## config.mk

```make
export PLATFORM = sky130hd
export DESIGN_NAME = mon_mem_engine
export DESIGN_NICKNAME = d
export VERILOG_FILES = /design/src/rtl/mon_mem_engine.sv
export SDC_FILE = /design/constraint.sdc
export NUM_CORES = 1
export LEC_CHECK = 0
export ABC_CLOCK_PERIOD_IN_PS = 2710
export BUFFER_PORTS_ARGS = -buffer_cell sky130_fd_sc_hd__buf_2
export CELL_PAD_IN_SITES_DETAIL_PLACEMENT = 0
export CELL_PAD_IN_SITES_GLOBAL_PLACEMENT = 1
export CORE_MARGIN = 5
export CORE_UTILIZATION = 34
export DETAILED_ROUTE_END_ITERATION = 8
export PLACE_DENSITY = 0.92
export SLEW_MARGIN = 20
export SYNTH_ARGS = -nofsm -noshare
export SYNTH_HDL_FRONTEND = slang
export SYNTH_SLANG_ARGS = --single-unit
```

## constraint.sdc

```tcl
create_clock -name clk -period 2.71 [get_ports clk]
set_input_delay 0.271 -clock clk [delete_from_list [all_inputs] [get_ports clk]]
set_output_delay 0.271 -clock clk [all_outputs]
set_load 0.02 [all_outputs]
```

## src/rtl/mon_mem_engine.sv

```systemverilog
// mon_mem_engine: executes one monitor command at a time (WRITE, DUMP, FILL).
// Each word goes to main memory or to the rf/csr/io register space, decoded
// from the top two address bits. Dump words go to the UART sender over a
// valid/ready handshake.
// Optional build macro FILL_INC_EN: FILL writes pattern + n to the n-th word.
module mon_mem_engine #(
   parameter int ADR_W   = 32,
   parameter int DATA_W  = 32,
   parameter int REG_AW  = 14,
   parameter int REG_LAT = 1,
   parameter int TO_W    = 10
) (
   input  logic              clk,
   input  logic              rst,
   input  logic              cmd_valid,
   output logic              cmd_ready,
   input  logic [1:0]        cmd_op,
   input  logic [ADR_W-1:0]  cmd_start_adr,
   input  logic [ADR_W-1:0]  cmd_end_adr,
   input  logic [DATA_W-1:0] cmd_wdata,
   input  logic              abort,
   output logic              mem_req,
   output logic              mem_we,
   output logic [ADR_W-1:0]  mem_adr,
   output logic [DATA_W-1:0] mem_wdata,
   input  logic              mem_ack,
   input  logic [DATA_W-1:0] mem_rdata,
   output logic [1:0]        reg_sel,
   output logic              reg_re,
   output logic              reg_we,
   output logic [REG_AW-1:0] reg_adr,
   output logic [DATA_W-1:0] reg_wdata,
   input  logic [DATA_W-1:0] reg_rdata,
   output logic              snd_valid,
   output logic [DATA_W-1:0] snd_data,
   input  logic              snd_ready,
   output logic              busy,
   output logic              done,
   output logic              err
);

   localparam logic [1:0] OP_WRITE = 2'b00;
   localparam logic [1:0] OP_FILL  = 2'b10;
   localparam logic [1:0] OP_RSVD  = 2'b11;
   localparam logic [1:0] SP_MEM   = 2'b01;
   // The counter times out on the cycle it would reach all-ones.
   localparam logic [TO_W-1:0] TO_LAST  = {{(TO_W-1){1'b1}}, 1'b0};
   localparam logic [2:0]      LAT_LAST = 3'(REG_LAT - 1);

   typedef enum logic [2:0] {
      S_IDLE, S_ISSUE, S_MWAIT, S_RWAIT, S_SEND, S_NEXT, S_FIN
   } state_t;

   state_t             r_state;
   state_t             w_next;
   logic [1:0]         r_op;
   logic [ADR_W-1:0]   r_cur_adr;
   logic [ADR_W-3:0]   r_end_w;
   logic [DATA_W-1:0]  r_wdata;
   logic [DATA_W-1:0]  r_rdata;
   logic [TO_W-1:0]    r_to_cnt;
   logic [2:0]         r_lat_cnt;
   logic               r_abort;
   logic               r_err;

   logic w_accept, w_is_mem, w_is_wr, w_abort_any, w_last;
   logic w_to_hit, w_lat_hit, w_timeout, w_adv;
   logic w_unused;

   assign w_accept    = (r_state == S_IDLE) && cmd_valid;
   assign w_is_mem    = (r_cur_adr[ADR_W-1:ADR_W-2] == SP_MEM);
   assign w_is_wr     = (r_op == OP_WRITE) || (r_op == OP_FILL);
   assign w_abort_any = abort || r_abort;
   // Stop at the end address, and never wrap past the top of the address map.
   assign w_last      = (r_cur_adr[ADR_W-1:2] >= r_end_w) || (&r_cur_adr[ADR_W-1:2]);
   assign w_to_hit    = (r_to_cnt == TO_LAST);
   assign w_lat_hit   = (r_lat_cnt == LAT_LAST);
   assign w_timeout   = (r_state == S_MWAIT) && !mem_ack && w_to_hit;
   // Byte-lane bits of the command addresses are deliberately ignored.
   assign w_unused    = ^{cmd_start_adr[1:0], cmd_end_adr[1:0]};

   assign cmd_ready = (r_state == S_IDLE);
   assign busy      = (r_state != S_IDLE);
   assign mem_adr   = r_cur_adr;
   assign mem_wdata = r_wdata;
   assign reg_sel   = r_cur_adr[ADR_W-1:ADR_W-2];
   assign reg_adr   = r_cur_adr[REG_AW+1:2];
   assign reg_wdata = r_wdata;
   assign snd_data  = r_rdata;
   assign err       = r_err;

   // State register.
   always_ff @(posedge clk) begin
      if (rst) r_state <= S_IDLE;
      else     r_state <= w_next;
   end

   // Next-state and strobe decode. SEND folds in the address step so a
   // register dump sustains one word every three cycles.
   always_comb begin
      w_next    = r_state;
      mem_req   = 1'b0;
      mem_we    = 1'b0;
      reg_re    = 1'b0;
      reg_we    = 1'b0;
      snd_valid = 1'b0;
      done      = 1'b0;
      w_adv     = 1'b0;
      unique case (r_state)
         S_IDLE: begin
            if (cmd_valid) w_next = (cmd_op == OP_RSVD) ? S_FIN : S_ISSUE;
         end
         S_ISSUE: begin
            if (abort) begin
               w_next = S_FIN;
            end else if (w_is_mem) begin
               w_next = S_MWAIT;
            end else if (w_is_wr) begin
               reg_we = 1'b1;
               w_next = (r_op == OP_WRITE) ? S_FIN : S_NEXT;
            end else begin
               reg_re = 1'b1;
               w_next = S_RWAIT;
            end
         end
         S_MWAIT: begin
            mem_req = 1'b1;
            mem_we  = w_is_wr;
            if (mem_ack) begin
               if (w_abort_any || (r_op == OP_WRITE)) w_next = S_FIN;
               else if (w_is_wr)                      w_next = S_NEXT;
               else                                   w_next = S_SEND;
            end else if (w_to_hit) begin
               w_next = S_FIN;
            end
         end
         S_RWAIT: begin
            if (w_lat_hit) w_next = w_abort_any ? S_FIN : S_SEND;
         end
         S_SEND: begin
            if (abort) begin
               w_next = S_FIN;
            end else begin
               snd_valid = 1'b1;
               if (snd_ready) begin
                  if (w_last) begin
                     w_next = S_FIN;
                  end else begin
                     w_adv  = 1'b1;
                     w_next = S_ISSUE;
                  end
               end
            end
         end
         S_NEXT: begin
            if (abort || w_last || (r_op == OP_WRITE)) begin
               w_next = S_FIN;
            end else begin
               w_adv  = 1'b1;
               w_next = S_ISSUE;
            end
         end
         S_FIN: begin
            done   = 1'b1;
            w_next = S_IDLE;
         end
         default: w_next = S_IDLE;
      endcase
   end

   // Command latch, address walk, wait counters, captured read data, flags.
   always_ff @(posedge clk) begin
      if (rst) begin
         r_op      <= '0;
         r_cur_adr <= '0;
         r_end_w   <= '0;
         r_wdata   <= '0;
         r_rdata   <= '0;
         r_to_cnt  <= '0;
         r_lat_cnt <= '0;
         r_abort   <= 1'b0;
         r_err     <= 1'b0;
      end else begin
         if (w_accept) begin
            r_op      <= cmd_op;
            r_cur_adr <= {cmd_start_adr[ADR_W-1:2], 2'b00};
            r_end_w   <= cmd_end_adr[ADR_W-1:2];
            r_wdata   <= cmd_wdata;
            r_err     <= 1'b0;
            r_abort   <= 1'b0;
         end else if (w_adv) begin
            r_cur_adr <= r_cur_adr + ADR_W'(4);
`ifdef FILL_INC_EN
            if (r_op == OP_FILL) r_wdata <= r_wdata + DATA_W'(1);
`endif
         end
         if (r_state == S_MWAIT) r_to_cnt <= r_to_cnt + TO_W'(1);
         else                    r_to_cnt <= '0;
         if (r_state == S_RWAIT) r_lat_cnt <= r_lat_cnt + 3'd1;
         else                    r_lat_cnt <= '0;
         // An abort during a bus wait is held until the transfer completes.
         if (((r_state == S_MWAIT) || (r_state == S_RWAIT)) && abort) r_abort <= 1'b1;
         if ((r_state == S_MWAIT) && mem_ack && !w_is_wr) r_rdata <= mem_rdata;
         if ((r_state == S_RWAIT) && w_lat_hit)           r_rdata <= reg_rdata;
         if (w_timeout) r_err <= 1'b1;
      end
   end

endmodule
```

After elaboration in Yosys (flattened, before gate mapping)
Index checks and enable logic that the tools add are counted.
Widths: inputs -> output; s select.
- equality and inequality tests: 14
- reductions and logical operators: 29
- mux-type cells: 42
- add/sub/neg operators: 3
- bitwise gates (word level): 2
- $lt $le $gt $ge: 1
- operators with widths (cell ; number):
    $mux 32 ; 4
    $mux 3 ; 12
    $add 32x3->32 const B ; 1
    $ge 30x30->1 ; 1
    $reduce_and 30->1 ; 1
    $mux 1 ; 21
    $pmux 3 s6 ; 1
    $add 10x1->10 const B ; 1
    $eq 10x10->1 const B ; 1
    $eq 3x3->1 const B ; 3
    $reduce_bool 2->1 ; 4
    $logic_and 1x1->1 ; 7
    $logic_or 1x1->1 ; 7
    $eq 3x2->1 const B ; 2
    $logic_not 3->1 ; 2
    $mux 2 ; 3
    $ne 3x3->1 const B ; 2
    $reduce_or 2->1 ; 3
    $eq 2x2->1 const B ; 2
    $ne 2x2->1 const B ; 2
    $reduce_and 4->1 ; 1
    $add 3x1->3 const B ; 1
    $eq 3x1->1 const B ; 1
    $reduce_bool 3->1 ; 1
    other kinds (5) ; 7
- bits of input ports: 168
- flip-flop bits (word level): 146
- word-level logic and storage cells: 102

Depth between registers and ports, before layout
Gate-level depths: netlist of the first run.
- depth after elaboration: 8
- gate-level depth with buffers: 11
- depth with buffers taken out: 9

Worst setup path before layout of the first run
Ideal clock, no wire load.
- path kind: flip-flop to flip-flop
- start point: register r_cur_adr[21] (netlist: mem_adr[21])
- end point: register r_cur_adr[27] (netlist: mem_adr[27])
- arrival time: 2.579 ns
- period minus slack after synthesis: 2.670 ns
- library setup time: 0.091 ns
- data required time: 2.619 ns
- stages on the path, launching flop included: 9
- path buffers: 0
- path slack: 0.040 ns
- path through: dfxtp_1 -> ha_1 -> a21oi_1 -> o21ai_1 -> a2111oi_0 -> o211ai_1 -> a21o_4 -> or4_1 -> a311oi_1
- longest elaborated chain between the ends: 7
- elaborated cells between the ends (all ways): 14
- ends and longest elaborated chain (element ; line ; RTL):
    start: declaration ; 57 ; logic [ADR_W-1:0] r_cur_adr;
    start signal: assignment ; 186 ; r_cur_adr <= {cmd_start_adr[ADR_W-1:2], 2'b00};
    start signal: assignment ; 192 ; r_cur_adr <= r_cur_adr + ADR_W'(4);
    $ge 30x30->1 or $reduce_and 30->1 (tied branches) ; 75 ; assign w_last = (r_cur_adr[ADR_W-1:2] >= r_end_w) || (&r_cur_adr[ADR_W-1:2]);
    $logic_or 1x1->1 ; 75 ;
    $mux 1 or $logic_or 1x1->1 (tied branches) ; 146, 156 ;
    $mux 1 or $logic_or 1x1->1 (tied branches) ; 145, 156 ;
    $mux 1 (on tied branches) ; 141, 156 ;
    $pmux 1 s2 ; 109 ; unique case (r_state)
    $reduce_bool 2->1 (no source line) ; n/a ;
Several ways; a longest one is shown, not always the timed one. The select of a mux whose other input is x is not followed.
A chain may end at the register's enable or synchronous reset.

Worst setup path after layout of the first run
- start point: register r_end_w[25]
- end point: register r_cur_adr[23] (netlist: mem_adr[23])
- longest elaborated chain between the ends: 7
- elaborated cells between the ends (all ways): 10
- ends and longest elaborated chain (element ; line ; RTL):
    start: declaration ; 58 ; logic [ADR_W-3:0] r_end_w;
    start signal: assignment ; 187 ; r_end_w <= cmd_end_adr[ADR_W-1:2];
    $ge 30x30->1 * ; 75 ;
    $logic_or 1x1->1 * ; 75 ;
    $mux 1 or $logic_or 1x1->1 (tied branches) ; 146, 156 ;
    $mux 1 or $logic_or 1x1->1 (tied branches) ; 145, 156 ;
    $mux 1 (on tied branches) ; 141, 156 ;
    $pmux 1 s2 * ; 109 ;
    $reduce_bool 2->1 (no source line) * ; n/a ;
Every way passes the cells marked *; elsewhere a longest branch is shown, timed or not.

==> results of run 1 <==
## per-stage QoR
step / total power [mW] / setup WS [ns] / area [sq um] / hold slack, ns
after floorplan: 5.89 / 0.0404 / 7530 / 0.407
after global placement: 7.31 / -0.0151 / 9340 / 0.427
after detailed placement: 7.40 / -0.0615 / 9340 / 0.449
after CTS: 9.89 / 0.00366 / 9960 / 0.0588
after global routing: 10.8 / -0.0635 / 10200 / 0.0599
final: 10.2 / 0.0627 / 10200 / 0.0713
## per-layer routing
metal	vias to the layer above	part of all wire (%)	GRT usage [%]
met5	-	0	0
met4	0	2.3	6.10
met3	48	6.9	4.48
met2	319	49	32.9
met1	3597	41	23.2
li1	3862	-	-
## registers in the layout (all words and copies together) (netlist names)
| name | cells |
|---|---|
| r_to_cnt | 10 |
| mem_adr | 30 |
| r_lat_cnt | 3 |
| snd_data | 32 |
| err | 1 |
| r_abort | 1 |
| r_state | 3 |
| r_end_w | 30 |
| r_op | 2 |
| mem_wdata | 32 |
## final timing paths
path / from / endpoint / slack (ns) / depth (start not counted)
worst max register to register: r_end_w[25] / mem_adr[23] / 0.06 / 9
worst min-delay path: cmd_end_adr[18] / r_end_w[16] / 0.07 / 3
worst max-delay path: r_end_w[25] / mem_adr[23] / 0.06 / 9
worst min register to register: r_end_w[29] / r_end_w[29] / 0.45 / 2
## cell families (layout without fill, tap and decap cells)
group / count (synthesis) / in the layout / share of synthesized area [%]
flops: 144 / 144 / 38.3
xor+xnor: 9 / 9 / 1.05
fa+ha+maj: 35 / 35 / 5.82
mux: 33 / 33 / 4.39
buf+inv: 150 / 459 / 10.2
simple gates: 367 / 367 / 22.0
compound gates: 205 / 207 / 18.2
other cells: 1 / 2 / 0.0498
## cell type report
cell class	count	area, sq um	area share, %
inverter	45	169	1.65
sequential	144	2900	28.4
timing repair buffer	382	2110	20.7
tap	280	350	3.43
multi-input combinational	653	4090	40.1
clock buffer	20	447	4.38
clock inverter	12	136	1.34
## worst register-to-register path, stage by stage, from the launching register on
cell	delay [ns]
dfxtp_1	0.33
inv_1	0.05
ha_1	0.31
a21oi_2	0.15
o21ai_1	0.14
a221oi_4	0.36
o41ai_4	0.19
a21o_4	0.26
or4_4	0.53
a311oi_2	0.24
## cell usage in the layout, fill, tap and decap left out, types with 4 or more instances in the layout
cell type | Yosys | final
clkinv_4 | 0 | 4
o21ai_0 | 18 | 16
nand3_1 | 22 | 21
a21oi_1 | 85 | 78
buf_6 | 2 | 4
nand2_1 | 168 | 166
dfxtp_2 | 0 | 15
or4_1 | 10 | 8
clkbuf_16 | 0 | 17
buf_2 | 3 | 313
a311oi_2 | 1 | 5
ha_1 | 35 | 33
mux2i_1 | 33 | 33
xnor2_1 | 4 | 4
nor2_1 | 93 | 93
o211ai_1 | 5 | 5
nor3_1 | 13 | 13
buf_4 | 50 | 64
o31ai_1 | 9 | 6
a211oi_1 | 44 | 43
or3_1 | 6 | 5
and3_1 | 11 | 11
a31oi_1 | 7 | 7
a311oi_1 | 10 | 6
xor2_1 | 5 | 5
inv_1 | 45 | 43
and4_1 | 4 | 4
nor4_1 | 11 | 11
dfxtp_1 | 144 | 129
a21oi_2 | 0 | 7
nand4_1 | 12 | 12
## where the power goes
part | internal (mW) | switching [mW] | leakage [nW]
combinational | 1.85 | 3.10 | 3.35
sequential | 2.56 | 0.339 | 1.18
clock | 1.39 | 0.993 | 0.277
## what timing repair did
| item | 4_1_cts | 5_1_grt |
|---|---|---|
| gates resized for setup | 2 | 52 |
| buffers inserted | 2 | 5 |
| gates cloned | 1 | 1 |
| setup endpoints to repair | 10 | 31 |
| hold buffers | 0 | 0 |
| pin swaps | 2 | 31 |
==> metrics.txt, run 1 <==
number of vias per cell 5.10; Layout Cells excl Fill 1536; flops & latches, synth about 140; Post-synth EDFFs 0; most instantiated cells after synthesis 168 x nand2_1, 144 x dfxtp_1, 93 x nor2_1; Iter 0 DRT Violations roughly 580; port bufs 314; Cell variety after synth 59; clk buf depth 2; area of the core 21800 sq um; delay of the slowest critical-path stage 0.53 ns; clock tree from TritonCTS yes; IR drop worst, VDD 0.000511 V; Highest Clock Rate 378 MHz; die width 159 um; Data required, critical path slightly above 3 ns; CP Class register to register; RePlAce Congestion 0.853; setup TNS 0 ns; Initial Util 34.5%; vias in the first global route 7364; WL final around 26000 um; clock-pin slew on the worst setup and hold paths 0.07 ns; CP delay by family, top compound AO/OA/AOI/OAI gates; post-synthesis sequential area ratio 38.3%; Pwr per Cell Area 1000 nW/um^2; drt first pass iters 7; H-tree depth 4; WL per Instance approximately 17 um; n_diodes 0; startpoint types register; full die area 25200 sq um; Main synth FF type dfxtp_1; layout cells sized above 1 a little under two fifths; worst-path cell chain inv_1, ha_1, a21oi_2, o21ai_1, a221oi_4, o41ai_4, a21o_4, or4_4, a311oi_2; gr usage total 19.0%; synthesis warning total 0; final count of negative-setup-slack endpoints 0; Final Max Tran Viols 0; worst rel slew slack 48.1%; largest net degree at the start of global routing 65; wire length of the first global-routing pass 39400 um; Setup Skew 0.0167 ns; fin util between 40% and 50%; largest area contributor in the netlist dfxtp_1; MaxCap Viol Count 0; # fillers 2178; Hold/Removal Path Class primary input to register; vias 7826; Critical Path End Type register; Root Driver clkbuf_16; unrepaired setup endpoints after global routing true; Leak Pwr between 4 and 5 nW; Worst Path Arrival a little under 3 ns; # IOs between 300 and 400; min Tclk post-route 2.65 ns; worst-path maximum fanout 5; syn avg cell area between 7 and 8 sq um; slowest stage cell, crit path or4_4; CTS Buf Count 17; Tightest Pin Transition 0.779 ns; grt total ovfl 0; cells after synthesis roughly 940; Final Net Count between 1000 and 1500; post-route DRC violation count 0; share of the synthesized area in the top cell type 38.3%; dpl cells between 1000 and 1500; most frequent cell after synthesis nand2_1; Worst-Skew Late Latency 0.43 ns; post-route ant nets 0; Final period util a little over nine tenths; row count 54; Area contributors post-synth dfxtp_1 38%, nand2_1 8.4%, ha_1 5.8%; Synth Cell Area around 7500 sq um; Final HPWL DP 18800 um; outcome complete, no violations; ys async rst share 0%; synth-to-layout area growth 35.6%; height of the chip approximately 160 um; Buf/Inv on CP 1; initial antenna violation count 2; Final Hold Viols 0; Sink Count between 100 and 150
Note: power is estimated with default switching activity, not from simulation.
==> inputs of run 2 (changes only) <==
REMOVE_ABC_BUFFERS = 1   (was unset)
==> run 2 against run 1 <==
  * Fmax decreased by 0.27%
  * Cell count increased by 0.59%
  * First-iteration DRC count increased by 2.1%
  * Clock-buffer cell count decreased by 1
  * Clock power increased by 11%
  * Critical endpoint is now mem_adr[10]
  * Largest power group unchanged
==> metrics.txt, run 2 (synthesized netlist as in run 1, its figures left out) <==
outcome complete, no violations; Sink Count ~140; gr usage total about a fifth; Root Driver clkbuf_16; Setup Skew 0.0121 ns; initial antenna violation count 1; # IOs 321; clk buf depth 2; Data required, critical path 3.03 ns; startpoint types register; Iter 0 DRT Violations 593; min Tclk post-route 2.65 ns; largest net degree at the start of global routing 55; synth-to-layout area growth 41.2%; Final Max Tran Viols 0; unrepaired setup endpoints after global routing true; CTS Buf Count 17; H-tree depth 4; worst r2r src r_end_w[1]; drt first pass iters 5; most common cell after layout, fill and taps aside buf_2; WL per Instance 17.0 um; R2R Setup Slk 0.06 ns; port bufs 314; Worst Hold Launch cmd_end_adr[2]; final count of negative-setup-slack endpoints 0; Final HPWL DP 18800 um; grt total ovfl 0; setup slack at placement -0.0703 ns; post-route DRC violation count 0; die width 159 um; RePlAce Congestion 0.854; setup TNS 0 ns; wire length of the first global-routing pass 39900 um; Worst-Skew Late Latency 0.42 ns; vias 7912; placed inst area 9370 sq um; Initial Util between 30 and 40%; row count 54; post-route ant nets 0; Hold Slack 0.0855 ns; Post-CTS Hold Buffers 0; Pwr per Cell Area 1030 nW/um^2; worst-path maximum fanout 5; area of the core 21800 sq um; full die area 25200 sq um; clock tree from TritonCTS yes; clock-pin slew on the worst setup and hold paths 0.07 ns; Final period util 97.9%; number of vias per cell 5.12; Critical Path End Type register; crit path launch r_end_w[1]; fin util 48.7%; Leak Pwr 4.92 nW; Final Net Count 1454; most frequent cells in the layout 313 x buf_2, 164 x nand2_1, 125 x dfxtp_1, 92 x nor2_1, 76 x a21oi_1; Tightest Pin Transition 0.907 ns; layout cells sized above 1 around 40%; WL final 26300 um; IR drop worst, VDD 0.000430 V; worst rel slew slack about two fifths; fin area 10600 sq um; Highest Clock Rate 377 MHz; MaxCap Viol Count 0; vias in the first global route 7517; CP Class register to register; Hold/Removal Path Class primary input to register; Worst Path Arrival 2.97 ns; Final Hold Viols 0; height of the chip 159 um; worst setup margin ~0.056 ns
==> run 2: changes by cell type in the layout (fill, tap and decap cells not counted), sizes merged <==
cell / change
clkbuf: -1
buf: +8
clkinv: -1
clkinvlp: -1
diode: +1
bufinv: +3
==> run 2: path summary, 6_finish.rpt <==
path / end / cells after the start
worst min-delay path: r_end_w[0] / 3
worst max-delay path: mem_adr[10] / 11
worst max register to register: mem_adr[10] / 11
worst min register to register: r_lat_cnt[0] / 1
==> run 2: worst max-delay path, cell delays in order, from the launching register on <==
cell and delay (ns):
dfxtp_2 0.33, inv_1 0.06, ha_4 0.26, nand2_2 0.04
o21ai_2 0.13, a41oi_2 0.17, o211ai_1 0.54, buf_4 0.25
a211oi_4 0.09, buf_6 0.19, and3_4 0.18, a2111oi_4 0.31
==> run 2: routing by layer <==
| layer | part of all wire (%) | up-vias | global-route usage [%] | wire (um) |
|---|---|---|---|---|
| met5 | 0 | - | 0 | 0 |
| met4 | 1.7 | 0 | 5.83 | 435 |
| met3 | 5.8 | 26 | 4.07 | 1530 |
| met2 | 48 | 271 | 31.3 | 12700 |
| met1 | 44 | 3740 | 25.6 | 11600 |
| li1 | - | 3875 | - | - |
==> run 2: layout make-up <==
| type | count | area (sq um) |
|---|---|---|
| inverter | 45 | 169 |
| clock buffer | 19 | 443 |
| tap | 280 | 350 |
| antenna | 1 | 2.50 |
| fill | 2152 | 11200 |
| timing repair buffer | 390 | 2230 |
| clock inverter | 13 | 210 |
| multi-input combinational | 653 | 4310 |
| sequential | 144 | 2910 |
==> run 2: what timing repair did <==
action / CTS / global route
gates resized for setup: 18 / 73
setup buffers: 9 / 9
setup endpoints to repair: 19 / 32
cloned: 2 / 0
endpoints found under the hold margin: 0 / 0
pin swaps: 12 / 30
==> run 2: power breakdown <==
group	internal (mW)	leakage, nW	switching (mW)
registers	2.56	1.18	0.322
clock network	1.66	0.314	0.968
logic	2.10	3.42	3.29
total	6.33	4.92	4.58
==> run 2: per-stage QoR <==
stage	total power [mW]	instances
final	10.9	1545
after global routing	11.6	1545
after CTS	10.4	1536
after detailed placement	7.46	1493
after global placement	7.39	1493
after floorplan	5.52	840
==> inputs of run 3 (changes only) <==
BUFFER_PORTS_ARGS = -buffer_cell sky130_fd_sc_hd__buf_4   (was -buffer_cell sky130_fd_sc_hd__buf_2)
CTS_CLUSTER_DIAMETER = 30   (was unset)
==> run 3 against run 2 <==
  * Sequential share of layout area down 1.4 points
  * Clock power down 10%
  * Core utilization up 2.4 points
  * Clock skew up 0.011 ns
  * Critical path depth down 1
  * Sequential power about the same
  * Largest cell class unchanged
  * Critical path type unchanged
  * Worst hold slack worse by 0.0036 ns
==> metrics.txt, run 3 (synthesized netlist as in run 1, its figures left out) <==
CP delay by family, top compound AO/OA/AOI/OAI gates; Critical Path End Type register; area of the core 21800 sq um; H-tree depth 4; largest net degree at the start of global routing 50; MaxCap Viol Count 0; Tightest Pin Transition 0.900 ns; Leak Pwr 5.03 nW; synth-to-layout area growth 48.1%; placed inst area 10200 sq um; height of the chip approximately 160 um; die width about 160 um; Final HPWL DP 19300 um; Layout Cells excl Fill 1544; Buf/Inv on CP 2; RePlAce Congestion ~0.9; Initial Util 34.5%; WL final ~27000 um; Final Hold Viols 0; Highest Clock Rate 373 MHz; n_diodes 0; worst-path maximum fanout 5; WL per Instance 17.2 um; power share of the clock group a little over a fifth; Root Driver clkbuf_16; Worst-Skew Late Latency 0.43 ns; slowest stage cell, crit path a2111oi_2; vias in the first global route 7502; Switching Fraction a little over two fifths; gr usage total 19.4%; Flop pwr share 26.7%; initial antenna violation count 0; clk buf depth 2; CP Class register to register; Setup Skew 0.0228 ns; row count between 50 and 60; drt first pass iters 7; CTS Buf Count 17; most common cell after layout, fill and taps aside buf_4; layout cells sized above 1 38.1%; setup TNS 0 ns; full die area roughly 25000 sq um; grt total ovfl 0; Data required, critical path 3.05 ns; Final Max Tran Viols 0; Iter 0 DRT Violations 706; wire length of the first global-routing pass 40700 um; dpl cells between 1000 and 1500; clock-pin slew on the worst setup and hold paths about 0.07 ns; worst rel slew slack 39.6%; unrepaired setup endpoints after global routing true; outcome complete, no violations; port bufs 314; startpoint types register; final count of negative-setup-slack endpoints 0; clock tree from TritonCTS yes; IR drop worst, VDD 0.000429 V; Worst Path Arrival 3.02 ns; Internal Power 6.23 mW; Final Net Count 1454; NetSw about 4.6 mW; delay of the slowest critical-path stage 0.37 ns; most frequent cells in the layout 380 x buf_4, 166 x nand2_1, 136 x dfxtp_1, 93 x nor2_1, 79 x a21oi_1; post-route DRC violation count 0; worst-path cell chain inv_2, ha_4, a21oi_4, o21ai_2, a2111oi_2, o211ai_1, buf_4, a21o_4, or3_4, a311oi_2; Post-CTS Hold Buffers 0; Hold/Removal Path Class primary input to register; Sink Count 144; Final period util 99.0%; Gate power share between 50% and 60%; # IOs 321; Pwr per Cell Area 975 nW/um^2; number of vias per cell 5.12; vias approximately 7900; post-route ant nets 0; min Tclk post-route 2.68 ns; fin area 11200 sq um
-- run 3: cell type report --
| class | instances | area [sq um] |
|---|---|---|
| clock buffer | 17 | 425 |
| clock inverter | 15 | 163 |
| fill | 2061 | 10700 |
| inverter | 45 | 169 |
| multi-input combinational | 654 | 4170 |
| sequential | 144 | 2890 |
| tap | 280 | 350 |
| timing repair buffer | 389 | 2980 |
-- run 3: power by group through the flow --
stage | clock, mW | combinational [mW] | sequential [mW]
after global placement | 0 | 4.90 | 2.91
final | 2.36 | 5.61 | 2.90
after CTS | 2.43 | 5.09 | 2.88
after floorplan | 0 | 1.99 | 3.53
after detailed placement | 0 | 4.97 | 2.92
after global routing | 2.52 | 6.03 | 2.96
-- run 3: tightest hold or removal path, delay by kind of cell --
family,cells,cell delay [ns]
simple gates,1,0.04
compound gates,1,0.05
buf+inv,1,0.11
-- run 3: final timing paths --
check | depth (start not counted) | slack [ns] | start | end
hold / removal | 3 | 0.08 | cmd_end_adr[23] | r_end_w[21]
hold reg to reg | 2 | 0.45 | r_end_w[14] | r_end_w[14]
setup / recovery | 10 | 0.03 | r_end_w[19] | mem_adr[13]
setup reg to reg | 10 | 0.03 | r_end_w[19] | mem_adr[13]
-- run 3: timing repair --
item / 4_1_cts / 5_1_grt
gates resized for setup: 3 / 52
setup endpoints to repair: 13 / 33
gates cloned: 1 / 3
pin swaps: 2 / 35
setup buffers: 1 / 10
-- run 3: metrics by stage --
step / util [%] / power, mW / setup WS, ns / hold WS, ns
3_3_place_gp: 46.7 / 7.81 / 0.0293 / 0.430
2_1_floorplan: - / 5.52 / -0.649 / 0.339
4_1_cts: 49.5 / 10.4 / 0.0102 / 0.0614
6_report: 51.1 / 10.9 / 0.0280 / 0.0819
3_5_place_dp: 46.7 / 7.89 / -0.0682 / 0.447
5_1_grt: 51.1 / 11.5 / -0.0843 / 0.0751
-- run 3: metal layers --
layer	track usage, %	wire length, um	vias to the layer above
li1	-	-	3892
met1	25.3	11500	3676
met2	32.3	13000	293
met3	3.94	1700	41
met4	5.94	475	0
met5	0	0	-
